==> config.mk <==
export PLATFORM = sky130hd
export DESIGN_NAME = mac_result_drain_flat
export DESIGN_NICKNAME = d
export VERILOG_FILES = /design/src/rtl/mac_result_drain_pkg.sv /design/src/rtl/mac_result_drain_if.sv /design/src/rtl/mac_result_drain.sv /design/src/flat_wrapper.sv
export SDC_FILE = /design/constraint.sdc
export NUM_CORES = 1
export LEC_CHECK = 0
export CAP_MARGIN = 40
export CORE_MARGIN = 2
export CORE_UTILIZATION = 35
export DETAILED_ROUTE_END_ITERATION = 7
export PLACE_DENSITY = 0.6
export REMOVE_ABC_BUFFERS = 1
export SLEW_MARGIN = 20
export SYNTH_ARGS = -nofsm -noshare
export SYNTH_HDL_FRONTEND = slang
export SYNTH_SLANG_ARGS = --single-unit
==> constraint.sdc <==
create_clock -name clk -period 2.5 [get_ports clk]
set_input_delay 0.375 -clock clk [delete_from_list [all_inputs] [get_ports clk]]
set_output_delay 0.375 -clock clk [all_outputs]
set_load 0.005 [all_outputs]
==> src/rtl/mac_result_drain_pkg.sv <==
// ---------------------------------------------------------------------------
// mac_result_drain_pkg
//
// Purpose : shared types and defaults for the MAC result drain and for the
//           feeder block that will sit in front of the same PE row. The state
//           encodings are fixed values so that both blocks (and any debug
//           tooling that reads the state register) agree on them.
//
// Contents: drain_state_e  FSM state encoding (IDLE=0, WAIT=1, DRAIN=2)
//           DEF_*          default parameter values for the PE row
//           idx_width()    width of a PE index, never less than one bit
// ---------------------------------------------------------------------------
package mac_result_drain_pkg;

    typedef enum logic [1:0] {
        ST_IDLE  = 2'd0,
        ST_WAIT  = 2'd1,
        ST_DRAIN = 2'd2
    } drain_state_e;

    localparam int DEF_DATA_W = 32;
    localparam int DEF_NUM_PE = 4;
    localparam int DEF_CNT_W  = 16;

    // A one-PE row still needs a one-bit index port.
    function automatic int idx_width(input int num_pe);
        return (num_pe > 1) ? $clog2(num_pe) : 1;
    endfunction

endpackage

==> src/rtl/mac_result_drain_if.sv <==
// ---------------------------------------------------------------------------
// mac_result_drain_if
//
// Purpose : valid/ready result stream from the drain to the result buffer or
//           host interface. One transfer happens on every rising clock edge
//           where m_valid and m_ready are both high.
//
// Signals : m_valid  word available (driven by master)
//           m_ready  downstream accepts word (driven by slave)
//           m_data   result word, DATA_W bits
//           m_index  PE index of m_data, IDX_W bits
//           m_last   marks the word of the final PE in the row
//
// Modports: master  the drain side
//           slave   the consumer side
// ---------------------------------------------------------------------------
interface mac_result_drain_if
    import mac_result_drain_pkg::*;
#(
    parameter int DATA_W = DEF_DATA_W,
    parameter int IDX_W  = idx_width(DEF_NUM_PE)
) ();

    logic              m_valid;
    logic              m_ready;
    logic [DATA_W-1:0] m_data;
    logic [IDX_W-1:0]  m_index;
    logic              m_last;

    modport master (
        output m_valid,
        output m_data,
        output m_index,
        output m_last,
        input  m_ready
    );

    modport slave (
        input  m_valid,
        input  m_data,
        input  m_index,
        input  m_last,
        output m_ready
    );

endinterface

==> src/rtl/mac_result_drain.sv <==
// ---------------------------------------------------------------------------
// mac_result_drain
//
// Purpose : read-side companion of the systolic MAC PE row. After a pass of
//           k_len accumulate steps it waits out the systolic skew, snapshots
//           the out_c accumulators of all NUM_PE PEs into a shadow bank,
//           pulses a clear to the PE row, and streams the snapshot one word
//           per accepted transfer over a valid/ready master port.
//
// Ports   : clk         single clock, rising edge
//           rst_n       asynchronous active-low reset
//           start_i     begin a pass (only looked at while idle)
//           k_len_i     accumulate steps of the pass, sampled with start_i
//           acc_in_i    PE out_c values, PE i at [i*DATA_W +: DATA_W]
//           pe_clear_o  one-cycle clear to the PE row, first DRAIN cycle
//           busy_o      high whenever the drain is not idle
//           done_o      one-cycle pulse after the last word is accepted
//           m_if        result stream (master modport)
//
// Timing  : start seen on edge 0 -> WAIT for k_len+NUM_PE cycles -> first
//           m_valid in cycle k_len+NUM_PE+1, together with pe_clear_o.
// ---------------------------------------------------------------------------
module mac_result_drain
    import mac_result_drain_pkg::*;
#(
    parameter int DATA_W = DEF_DATA_W,
    parameter int NUM_PE = DEF_NUM_PE,
    parameter int CNT_W  = DEF_CNT_W
) (
    input  logic                     clk,
    input  logic                     rst_n,
    input  logic                     start_i,
    input  logic [CNT_W-1:0]         k_len_i,
    input  logic [NUM_PE*DATA_W-1:0] acc_in_i,
    output logic                     pe_clear_o,
    output logic                     busy_o,
    output logic                     done_o,
    mac_result_drain_if.master       m_if
);

    localparam int IDX_W = idx_width(NUM_PE);

    localparam logic [IDX_W-1:0] LAST_IDX = IDX_W'(NUM_PE - 1);
    localparam logic [IDX_W-1:0] IDX_ONE  = IDX_W'(1);
    // Skew of the row: the last PE finishes NUM_PE-1 cycles after the first.
    localparam logic [CNT_W:0]   SKEW     = (CNT_W + 1)'(NUM_PE - 1);
    localparam logic [CNT_W:0]   CNT_ONE  = (CNT_W + 1)'(1);

    // -----------------------------------------------------------------------
    // State
    // -----------------------------------------------------------------------
    drain_state_e      state_q, state_d;
    // One extra bit so k_len + NUM_PE - 1 never wraps, even for k_len = max.
    logic [CNT_W:0]    cnt_q, cnt_d;
    logic [IDX_W-1:0]  idx_q, idx_d;
    logic              clr_q, clr_d;
    logic              done_q, done_d;
    logic              capture;

    logic [DATA_W-1:0] acc_word [NUM_PE];
    logic [DATA_W-1:0] shadow_q [NUM_PE];

    // Split the flat PE bus into one word per PE.
    for (genvar gi = 0; gi < NUM_PE; gi++) begin : g_unpack
        assign acc_word[gi] = acc_in_i[gi*DATA_W +: DATA_W];
    end

    // -----------------------------------------------------------------------
    // Next-state logic
    // -----------------------------------------------------------------------
    always_comb begin
        state_d = state_q;
        cnt_d   = cnt_q;
        idx_d   = idx_q;
        clr_d   = 1'b0;
        done_d  = 1'b0;
        capture = 1'b0;

        case (state_q)
            ST_IDLE: begin
                if (start_i) begin
                    state_d = ST_WAIT;
                    cnt_d   = {1'b0, k_len_i} + SKEW;
                end
            end

            ST_WAIT: begin
                // Snapshot on the edge where the counter has run out; the
                // clear is registered so the PE row sees it for exactly the
                // first DRAIN cycle.
                if (cnt_q == '0) begin
                    capture = 1'b1;
                    clr_d   = 1'b1;
                    idx_d   = '0;
                    state_d = ST_DRAIN;
                end else begin
                    cnt_d = cnt_q - CNT_ONE;
                end
            end

            ST_DRAIN: begin
                if (m_if.m_ready) begin
                    if (idx_q == LAST_IDX) begin
                        done_d  = 1'b1;
                        idx_d   = '0;
                        state_d = ST_IDLE;
                    end else begin
                        idx_d = idx_q + IDX_ONE;
                    end
                end
            end

            default: begin
                state_d = ST_IDLE;
            end
        endcase
    end

    // -----------------------------------------------------------------------
    // State registers
    // -----------------------------------------------------------------------
    always_ff @(posedge clk or negedge rst_n) begin
        if (!rst_n) begin
            state_q <= ST_IDLE;
            cnt_q   <= '0;
            idx_q   <= '0;
            clr_q   <= 1'b0;
            done_q  <= 1'b0;
        end else begin
            state_q <= state_d;
            cnt_q   <= cnt_d;
            idx_q   <= idx_d;
            clr_q   <= clr_d;
            done_q  <= done_d;
        end
    end

    // Shadow bank: loaded once per pass and then frozen, so the PE row may
    // start its next pass while the previous results are still streaming.
    always_ff @(posedge clk or negedge rst_n) begin
        if (!rst_n) begin
            for (int i = 0; i < NUM_PE; i++) begin
                shadow_q[i] <= '0;
            end
        end else if (capture) begin
            shadow_q <= acc_word;
        end
    end

    // -----------------------------------------------------------------------
    // Outputs
    // -----------------------------------------------------------------------
    // Every stream output comes straight from registers, so data, index and
    // last stay stable while a word waits for m_ready.
    assign m_if.m_valid  = (state_q == ST_DRAIN);
    assign m_if.m_data   = shadow_q[idx_q];
    assign m_if.m_index  = idx_q;
    // Gated by DRAIN: with NUM_PE=1 the index is always the last one.
    assign m_if.m_last   = (state_q == ST_DRAIN) && (idx_q == LAST_IDX);

    assign pe_clear_o    = clr_q;
    assign done_o        = done_q;
    assign busy_o        = (state_q != ST_IDLE);

endmodule

==> src/flat_wrapper.sv <==
// flat-port wrapper written by rule: the top's interface ports become plain ports
module mac_result_drain_flat import mac_result_drain_pkg::*;
#(
    parameter int DATA_W = DEF_DATA_W,
    parameter int NUM_PE = DEF_NUM_PE,
    parameter int CNT_W  = DEF_CNT_W
)
  (clk, rst_n, start_i, k_len_i, acc_in_i, pe_clear_o, busy_o, done_o, m_if_m_valid, m_if_m_data, m_if_m_index, m_if_m_last, m_if_m_ready);
  mac_result_drain_if #(.DATA_W(DATA_W), .IDX_W((2))) m_if_i ();
  input  logic clk;
  input  logic rst_n;
  input  logic start_i;
  input  logic [CNT_W-1:0] k_len_i;
  input  logic [NUM_PE*DATA_W-1:0] acc_in_i;
  output logic pe_clear_o;
  output logic busy_o;
  output logic done_o;
  output wire logic [$bits(m_if_i.m_valid)-1:0] m_if_m_valid;
  output wire logic [$bits(m_if_i.m_data)-1:0] m_if_m_data;
  output wire logic [$bits(m_if_i.m_index)-1:0] m_if_m_index;
  output wire logic [$bits(m_if_i.m_last)-1:0] m_if_m_last;
  input wire logic [$bits(m_if_i.m_ready)-1:0] m_if_m_ready;
  assign m_if_m_valid = m_if_i.m_valid;
  assign m_if_m_data = m_if_i.m_data;
  assign m_if_m_index = m_if_i.m_index;
  assign m_if_m_last = m_if_i.m_last;
  assign m_if_i.m_ready = m_if_m_ready;
  mac_result_drain #(.DATA_W(DATA_W), .NUM_PE(NUM_PE), .CNT_W(CNT_W)) u_core (.clk(clk), .rst_n(rst_n), .start_i(start_i), .k_len_i(k_len_i), .acc_in_i(acc_in_i), .pe_clear_o(pe_clear_o), .busy_o(busy_o), .done_o(done_o), .m_if(m_if_i));
endmodule
**Word level (Yosys, flattened, before mapping)**

Cells that the tools add are included.

- Input port bits: 148
- Flip-flop bits (word level): 151

- Bitwise logic cells: 1
- Reduce and logical (&&, ||, !) cells: 9
- Eq/ne operators: 8
- Muxes and demuxes: 20
- Order comparisons: 1
- Add/subtract/negate cells: 3

Operators with widths:

| cell | count |
|---|---|
| 32-bit binary-select mux with 2-bit select | 1 |
| 32-bit two-way mux | 2 |
| 17-bit two-way mux | 2 |
| 17-bit one-hot mux with 2 select lines | 1 |
| 16-bit by 2-bit adder with 17-bit output, second input constant | 1 |
| 17-bit logical NOT | 1 |
| 17-bit by 1-bit subtractor with 17-bit output, second input constant | 1 |
| 2-bit two-way mux | 7 |
| 2-bit by 1-bit != test with 1-bit output, second input constant | 3 |
| 2-bit one-hot mux with 3 select lines | 1 |
| 3-bit AND reduction | 2 |
| 2-bit nonzero test | 3 |
| 1-bit two-way mux | 5 |
| 2-bit equality test, second input constant | 2 |
| 2-bit != test, second input constant | 2 |
| 2-bit one-hot mux with 2 select lines | 1 |
| 4-bit AND reduction | 1 |
| 3-bit greater-or-equal comparator, second input constant | 1 |
| 2-bit inverter with 3-bit output | 1 |
| 2-bit by 1-bit adder with 2-bit output, second input constant | 1 |
| 2-bit by 1-bit equality test with 1-bit output, second input constant | 1 |
| 2-bit logical NOT | 1 |
| 1-bit logical AND | 1 |

**Depth between registers and ports, before layout**

Gate-level depths: netlist of the first run.

- Word-level depth: 4
- Gate-level depth with buffers: 8
- Gate-level depth less buffers: 7

**Worst setup path after synthesis of the first run**

No wires, ideal clock.

- Path type: reg2reg
- Start point: register u_core.cnt_q[13]
- End point: register u_core.shadow_q[89] in the netlist's numbering
- Setup time: 127 ps
- Arrival time: 1871 ps
- Clock period less this slack: 1999 ps
- Cell stages (with the launch flop): 8
- Path slack: 501 ps
- Cell sequence: dfrtp_1 nor4_1 nor3b_1 and3_1 buf_4 buf_12 buf_6 mux2_1

- Cells in the longest elaborated chain, start to end: 3

Ends and longest elaborated chain:

| item | line | RTL |
|---|---|---|
| start: declaration | mac_result_drain.sv:54 | `logic [CNT_W:0] cnt_q, cnt_d;` |
| start signal: assignment | mac_result_drain.sv:131 | `cnt_q <= cnt_d;` |
| 17-bit logical NOT | mac_result_drain.sv:91 | `if (cnt_q == '0) begin` |
| 1-bit two-way mux | mac_result_drain.sv:91 |  |
| 1-bit two-way mux | mac_result_drain.sv:79 | `case (state_q)` |
| named net u_core.capture | mac_result_drain.sv:58 | `logic capture;` |
| end signal: assignment | mac_result_drain.sv:146 | `shadow_q <= acc_word;` |
| end: declaration | mac_result_drain.sv:61 | `logic [DATA_W-1:0] shadow_q [NUM_PE];` |

The timed path passes the listed nets, and every way through them passes these cells.
A chain may end at the register's enable or synchronous reset.

**Worst setup path after layout of the first run**

- Start point: register u_core.idx_q[0] (netlist: u_core.m_if.m_index[0])
- End point: output m_if_m_data[6]

- Cells in the longest elaborated chain, start to end: 4

Ends and longest elaborated chain:

| item | line | RTL |
|---|---|---|
| start: declaration | mac_result_drain.sv:55 | `logic [IDX_W-1:0] idx_q, idx_d;` |
| start signal: assignment | mac_result_drain.sv:132 | `idx_q <= idx_d;` |
| 2-bit inverter with 3-bit output (not written as such) | mac_result_drain.sv:156 | `assign m_if.m_data = shadow_q[idx_q];` |
| 32-bit binary-select mux with 2-bit select | mac_result_drain.sv:156 |  |
| 32-bit two-way mux (not written as such) (2 in a row) | mac_result_drain.sv:156 |  |
| end: declaration | flat_wrapper.sv:19 | `output wire logic [$bits(m_if_i.m_data)-1:0] m_if_m_data;` |

No other way between the ends. The select of a mux whose other input is x is not followed.

==> results of run 1 <==
-- cell families (layout without fill, tap and decap cells) --
kind of cell               after synthesis  count (layout)
other                                    0               1
xor gates and xnor gates                12              12
and+or+nand+nor                         87              87
DFF                                    151             151
AOI/OAI and AO/OA                       57              57
muxes                                  160             160
adders and majority gates                3               3
buffers and inverters                   39             258
-- what timing repair did --
action | 4_1_cts | 5_1_grt
hold buffers | 1 | 0
buffers inserted | 3 | 7
pin swaps | 0 | 0
resized for setup | 28 | 3
gates cloned | 2 | 0
endpoints found under the setup margin | 27 | 62
endpoints found under the hold margin | 66 | 0
-- layer usage --
| layer | track usage [%] | vias up |
|---|---|---|
| li1 | - | 2313 |
| met1 | 23.4 | 2509 |
| met2 | 28.1 | 160 |
| met3 | 4.32 | 18 |
| met4 | 5.14 | 0 |
| met5 | 0 | - |
-- metrics by stage --
step / setup TNS, ns / util, % / setup WS, ns / std cells / hold slack [ns]
global route: -0.184 / 50.0 / -0.0486 / 998 / 0.501
CTS: -0.0643 / 49.4 / -0.0196 / 991 / 0.488
finish: 0 / 50.0 / 0.0186 / 999 / 0.481
detailed placement: 0 / 46.2 / 0.170 / 953 / 0.436
floorplan: -327.58 / - / -2.54 / 478 / 0.0794
global placement: 0 / 46.2 / 0.220 / 953 / 0.418
-- worst paths after layout --
| check | from | endpoint | slack, ns | cells past startpoint |
|---|---|---|---|---|
| setup / recovery | u_core.m_if.m_index[0]$_DFFE_PN0P_ | m_if_m_data[6] | 0.02 | 3 |
| hold / removal | u_core.shadow_q[67]$_DFFE_PN0P_ | u_core.shadow_q[67]$_DFFE_PN0P_ | 0.48 | 1 |
| setup reg to reg | u_core.cnt_q[13]$_DFFE_PN0P_ | u_core.shadow_q[59]$_DFFE_PN0P_ | 0.25 | 5 |
| hold reg to reg | u_core.shadow_q[67]$_DFFE_PN0P_ | u_core.shadow_q[67]$_DFFE_PN0P_ | 0.48 | 1 |
| max in group asynchronous | rst_n | u_core.shadow_q[27]$_DFFE_PN0P_ | 1.21 | 3 |
| min in group asynchronous | rst_n | u_core.shadow_q[119]$_DFFE_PN0P_ | 0.54 | 2 |
-- Yosys cell counts (all sizes together) (2+ instances only) --
master / count
mux2: 128
o211ai: 2
nand2: 22
nand2b: 2
nor3b: 4
nand4: 7
a22oi: 2
o31ai: 2
clkbuf: 10
inv: 8
a32o: 3
and2: 2
buf: 21
ha: 3
dfrtp: 151
nor2b: 2
nor4: 6
nor2: 19
a31oi: 2
or3: 3
a21oi: 17
nand3: 7
o22ai: 2
xnor2: 5
mux4: 32
nor3: 7
a22o: 2
xor2: 7
and4: 2
o21ai: 19
and3: 2
-- state kept, by name, indices dropped and copies added, names as in the netlist --
register             flops
u_core.m_if.m_index      2
u_core.shadow_q        128
u_core.done_o            1
u_core.state_q           2
u_core.pe_clear_o        1
u_core.cnt_q            17
-- layout make-up --
class	instances	share of cell area [%]
sequential	151	37.5
multi-input combinational	319	30.9
timing repair buffer	218	22.1
clock buffer	18	4.36
tap	270	3.35
clock inverter	14	1.43
inverter	8	0.298
antenna	1	0.0248
-- power by group through the flow --
stage | Sequential [mW] | Clock, mW | Combinational (mW)
6_report | 2.70 | 2.50 | 0.662
4_1_cts | 2.70 | 2.57 | 0.669
3_3_place_gp | 2.73 | 0 | 0.650
3_5_place_dp | 2.74 | 0 | 0.667
5_1_grt | 2.72 | 2.69 | 0.742
2_1_floorplan | 2.71 | 0 | 0.264
==> out/results.tsv, run 1 <==
metric	value	unit
Clock Sinks	151	
Routed Antenna Nets	0	
CTS tree	done	
die width	147	um
wire per inst	18.0	um
most common cell after layout, fill and taps aside	clkdlybuf4s50_1	
Clock Path Buffers	2	
area share of xor/xnor cells in the synthesized design	1.47	%
flops & latches, synth	151	
largest family of logic cells by synthesized area	multiplexers	
CORE AREA	20200	um^2
global-route congestion overflow total	0	
CP cell instances	bufbuf_16 > mux4_2 > clkdlybuf4s50_1	
required time worst endpoint	2.12	ns
met3 wire len	1070	um
Yosys warning count	0	
post-synthesis compound-gate area fraction	4.89	%
Setup Crit Path Kind	reg -> out	
num ports	187	
worst hold-check path type	reg -> reg	
via count	5000	
final critical-path required period	2.48	ns
max incr delay on CP	0.51	ns
Critical Path Sink Type	primary output	
startpoint types	flop	
total CTS buffers	17	
Post-Syn Area per Cell	14.1	um^2
Multi-input gate area	3120	um^2
Reg power frac	46.1	%
outcome	complete, no violations	
Top Layer Used	met4	
post-synthesis mux area share	30.2	%
Comb power frac	11.3	%
internal power	4.37	mW
Site Rows	52	
Met2 Wirelength	8500	um
post-route cell area	10100	um^2
hpwl dp	12900	um
Tcrit/Tclk final	99.3	%
commonest cells after routing, fill and taps aside	clkdlybuf4s50_1 (157), dfrtp_1 (149), mux2_1 (76)	
DRC Markers	0	
Vias/cell	5.01	
Clk pin slew, worst setup/hold paths	0.06	ns
M1 WL	8200	um
switching portion of total power	25.6	%
Fillers	1751	
slew margin rel.	48.9	%
share of layout cells above drive strength 1	21.2	%
port bufs	186	
critical path fanouts, max	7	
pin count of the biggest net entering global routing	69	
PwrDens	583	nW/um^2
cell area after synthesis	7160	um^2
max-cap violations	0	
chip height	147	um
RSZ-0062 raised after global routing	true	
placed inst area	9330	um^2
Worst Skew	0.00857	ns
Initial Utilization	35.5	%
Mapped Cells	509	
Synth area leaders	dfrtp_1 (53%), mux2_1 (12%), mux4_2 (10%)	
final net count	866	
switching power	1.50	mW
slowest CP cell	mux4_2	
Area Growth Syn to Fin	40.7	%
WL final	18000	um
clock root buffer	clkbuf_16	
Hold Vio Cnt, Final	0	
Worst Max-Slew Pin Slew	0.766	ns
share of the synthesized area in the top cell type	52.8	%
RePlAce Congestion	0.834	
Post-synth EDFFs	0	
FF/Latch Area	3780	um^2
clk_lat worst skew	0.42	ns
Lkg Pwr	4.75	nW
critical path arrival	2.11	ns
Die Area	21600	um^2
initial detailed-routing violation count	217	
Post-synth top flop	dfrtp_1	
TritonRoute pass-1 iters	4	
H-Tree Depth	4	
final setup vio count	0	
asr flop ratio synth	100	%
Cell variety after synth	46	
Top Family by Delay on Critical Path	buffers and inverters	
Synth Area in Simple Gates	6.27	%
vias in the first global route	5364	
antenna violations before repair	2	
GRT Util Overall	17.4	%
first-pass GRT wire length	29300	um
WP buf/inv	2	
Synth area leader	dfrtp_1	
sequential element share of the synthesized area	52.8	%
Max Slew Vio Count	0	
Tot Pwr	5.87	mW
Clock Power Share	42.7	%
maximum vdd drop	0.400	mV
Fmax	403	MHz
Synth Area in Adders	0.524	%
No activity file was read; power rests on OpenSTA's default activity.
==> inputs of run 2 (changes only) <==
--- a/config.mk
+++ b/config.mk
@@ -6,10 +6,10 @@
 export NUM_CORES = 1
 export LEC_CHECK = 0
 export CAP_MARGIN = 40
-export CORE_MARGIN = 2
-export CORE_UTILIZATION = 35
+export CORE_MARGIN = 3
+export CORE_UTILIZATION = 45
 export DETAILED_ROUTE_END_ITERATION = 7
-export PLACE_DENSITY = 0.6
+export PLACE_DENSITY = 0.74
 export REMOVE_ABC_BUFFERS = 1
 export SLEW_MARGIN = 20
 export SYNTH_ARGS = -nofsm -noshare
==> out/results.tsv, run 2 (synthesized netlist as in run 1, its figures left out) <==
metric	value	unit	change
outcome	complete, no violations		
Site Rows	45		-13%
Area Growth Syn to Fin	37.4	%	
global-route congestion overflow total	0		unchanged
critical path fanouts, max	10		+3
Clock Sinks	151		unchanged
first-pass GRT wire length	27800	um	-5.1%
M3 GR Usage	4.77	%	+0.45 points
CTS tree	done		
H-Tree Depth	4		unchanged
Initial Utilization	46.6	%	+11 points
Clk pin slew, worst setup/hold paths	0.06	ns	about the same
Max Slew Vio Count	0		unchanged
max-cap violations	0		unchanged
Tcrit/Tclk final	96.7	%	-2.5 points
Worst Skew	0.00634	ns	-0.00223 ns
total CTS buffers	17		unchanged
antenna violations before repair	1		-1
via count	4950		-1.0%
vias in the first global route	5324		-0.75%
register with the most flip-flops	u_core.shadow_q		
Setup Crit Path Kind	reg -> out		
met2 Use GR	32.4	%	+4.3 points
max FFs per register	128		unchanged
slew margin rel.	46.9	%	-2.0 points
wire per inst	18.4	um	+2.0%
Post-Place Cells	892		-6.4%
CORE AREA	15400	um^2	-24%
Routed Antenna Nets	0		unchanged
RSZ-0062 raised after global routing	false		
clock root buffer	clkbuf_16		
Die Area	17500	um^2	-19%
DRC Markers	0		unchanged
share of layout cells above drive strength 1	19.2	%	-1.9 points
Critical Path Sink Type	primary output		
Most Crowded Layer GR	met2		
die width	132	um	-10%
critical path arrival	2.04	ns	-0.07 ns
port bufs	186		unchanged
GRT Util Overall	19.8	%	+2.5 points
PwrDens	583	nW/um^2	about the same
GR Util met1	26.7	%	+3.3 points
RePlAce Congestion	0.895		+7.3%
clk_lat worst skew	0.41	ns	about the same
Lkg Pwr	4.57	nW	-3.7%
maximum vdd drop	0.467	mV	+17%
required time worst endpoint	2.12	ns	about the same
chip height	132	um	-10%
most common cell after layout, fill and taps aside	clkdlybuf4s50_1		
TritonRoute pass-1 iters	5		+1
post-route cell area	9840	um^2	-2.4%
Regs by FF count	u_core.shadow_q: 128 flops, u_core.cnt_q: 17 flops		
Clock Path Buffers	2		unchanged
final critical-path required period	2.42	ns	-0.0629 ns
utilization after layout	64.0	%	+14 points
final net count	856		-1.2%
startpoint types	flop		
commonest cells after routing, fill and taps aside	clkdlybuf4s50_1 (171), dfrtp_1 (150), mux2_1 (76)		
hpwl dp	12300	um	-4.2%
placed inst area	9250	um^2	-0.83%
Fmax	413	MHz	+2.6%
ANT cells	0		-1
worst hold-check path type	in -> async		
Vias/cell	5.33		+6.5%
Hold Vio Cnt, Final	0		unchanged
Worst Max-Slew Pin Slew	0.796	ns	+0.0301 ns
initial detailed-routing violation count	254		+17%
num ports	187		unchanged
final non-filler cell total	929		-7.0%
Worst R2R Path Depth	5		unchanged
WL final	17100	um	-5.2%
pin count of the biggest net entering global routing	64		-7.2%
hold slack	0.446	ns	-0.0345 ns
final setup vio count	0		unchanged
==> run 2: cell count changes in the layout (fill, tap and decap cells not counted), sizes merged <==
cell,before,now
diode,1,0
clkdlybuf4s50,157,171
dlygate4sd2,26,14
inv,12,8
clkinv,6,7
buf,31,21
bufbuf,1,0
clkbuf,18,24
dlymetal6s2s,2,0
clkinvlp,3,1
==> run 2: path summary, 6_finish.rpt <==
| path | slack [ns] | start | end |
|---|---|---|---|
| hold reg to reg | 0.48 | u_core.shadow_q[25]$_DFFE_PN0P_ | u_core.shadow_q[25]$_DFFE_PN0P_ |
| max in group asynchronous | 1.22 | rst_n | u_core.shadow_q[55]$_DFFE_PN0P_ |
| min in group clk | 0.48 | u_core.shadow_q[25]$_DFFE_PN0P_ | u_core.shadow_q[25]$_DFFE_PN0P_ |
| setup reg to reg | 0.24 | u_core.cnt_q[13]$_DFFE_PN0P_ | u_core.shadow_q[22]$_DFFE_PN0P_ |
| hold / removal | 0.45 | rst_n | u_core.shadow_q[46]$_DFFE_PN0P_ |
| setup / recovery | 0.08 | u_core.m_if.m_index[0]$_DFFE_PN0P_ | m_if_m_data[8] |
==> run 2: power by group <==
part / leakage [nW] / switching [mW] / internal, mW
Clock: 0.270 / 0.953 / 1.41
Combinational: 2.24 / 0.280 / 0.381
Sequential: 2.07 / 0.139 / 2.57
Total: 4.57 / 1.37 / 4.36
==> run 2: final cells by class <==
type	count	area [um^2]
clock buffers	23	468
inverters	8	30.0
repair buffers	208	2110
multi-input cells	319	3110
fillers	1160	5530
flip-flops and latches	151	3780
clock inverters	9	76.3
well taps	211	264
==> run 2: critical path, stage by stage, from the launching register on <==
cell,delay [ns]
dfrtp_2,0.44
buf_6,0.20
mux4_2,0.52
clkdlybuf4s50_1,0.47
==> run 2: what timing repair did <==
action / CTS / global route
hold buffers: 1 / 0
resized for setup: 15 / 0
hold endpoints to repair: 39 / 0
cloned: 0 / 1
setup buffers: 2 / 1
setup endpoints to repair: 29 / 8
==> run 2: metrics by stage <==
stage | setup WS, ns | total power [mW] | setup TNS (ns)
after floorplan | -2.54 | 2.97 | -327.58
after global placement | 0.333 | 3.37 | 0
after detailed placement | 0.262 | 3.40 | 0
after CTS | 0.000446 | 5.77 | 0
after global routing | 0.00635 | 5.98 | 0
final | 0.0816 | 5.73 | 0
==> run 2: routing by layer <==
metal,vias up,wire length (um)
met5,-,13
met4,2,203
met3,16,1160
met2,180,8250
met1,2468,7470
li1,2284,-
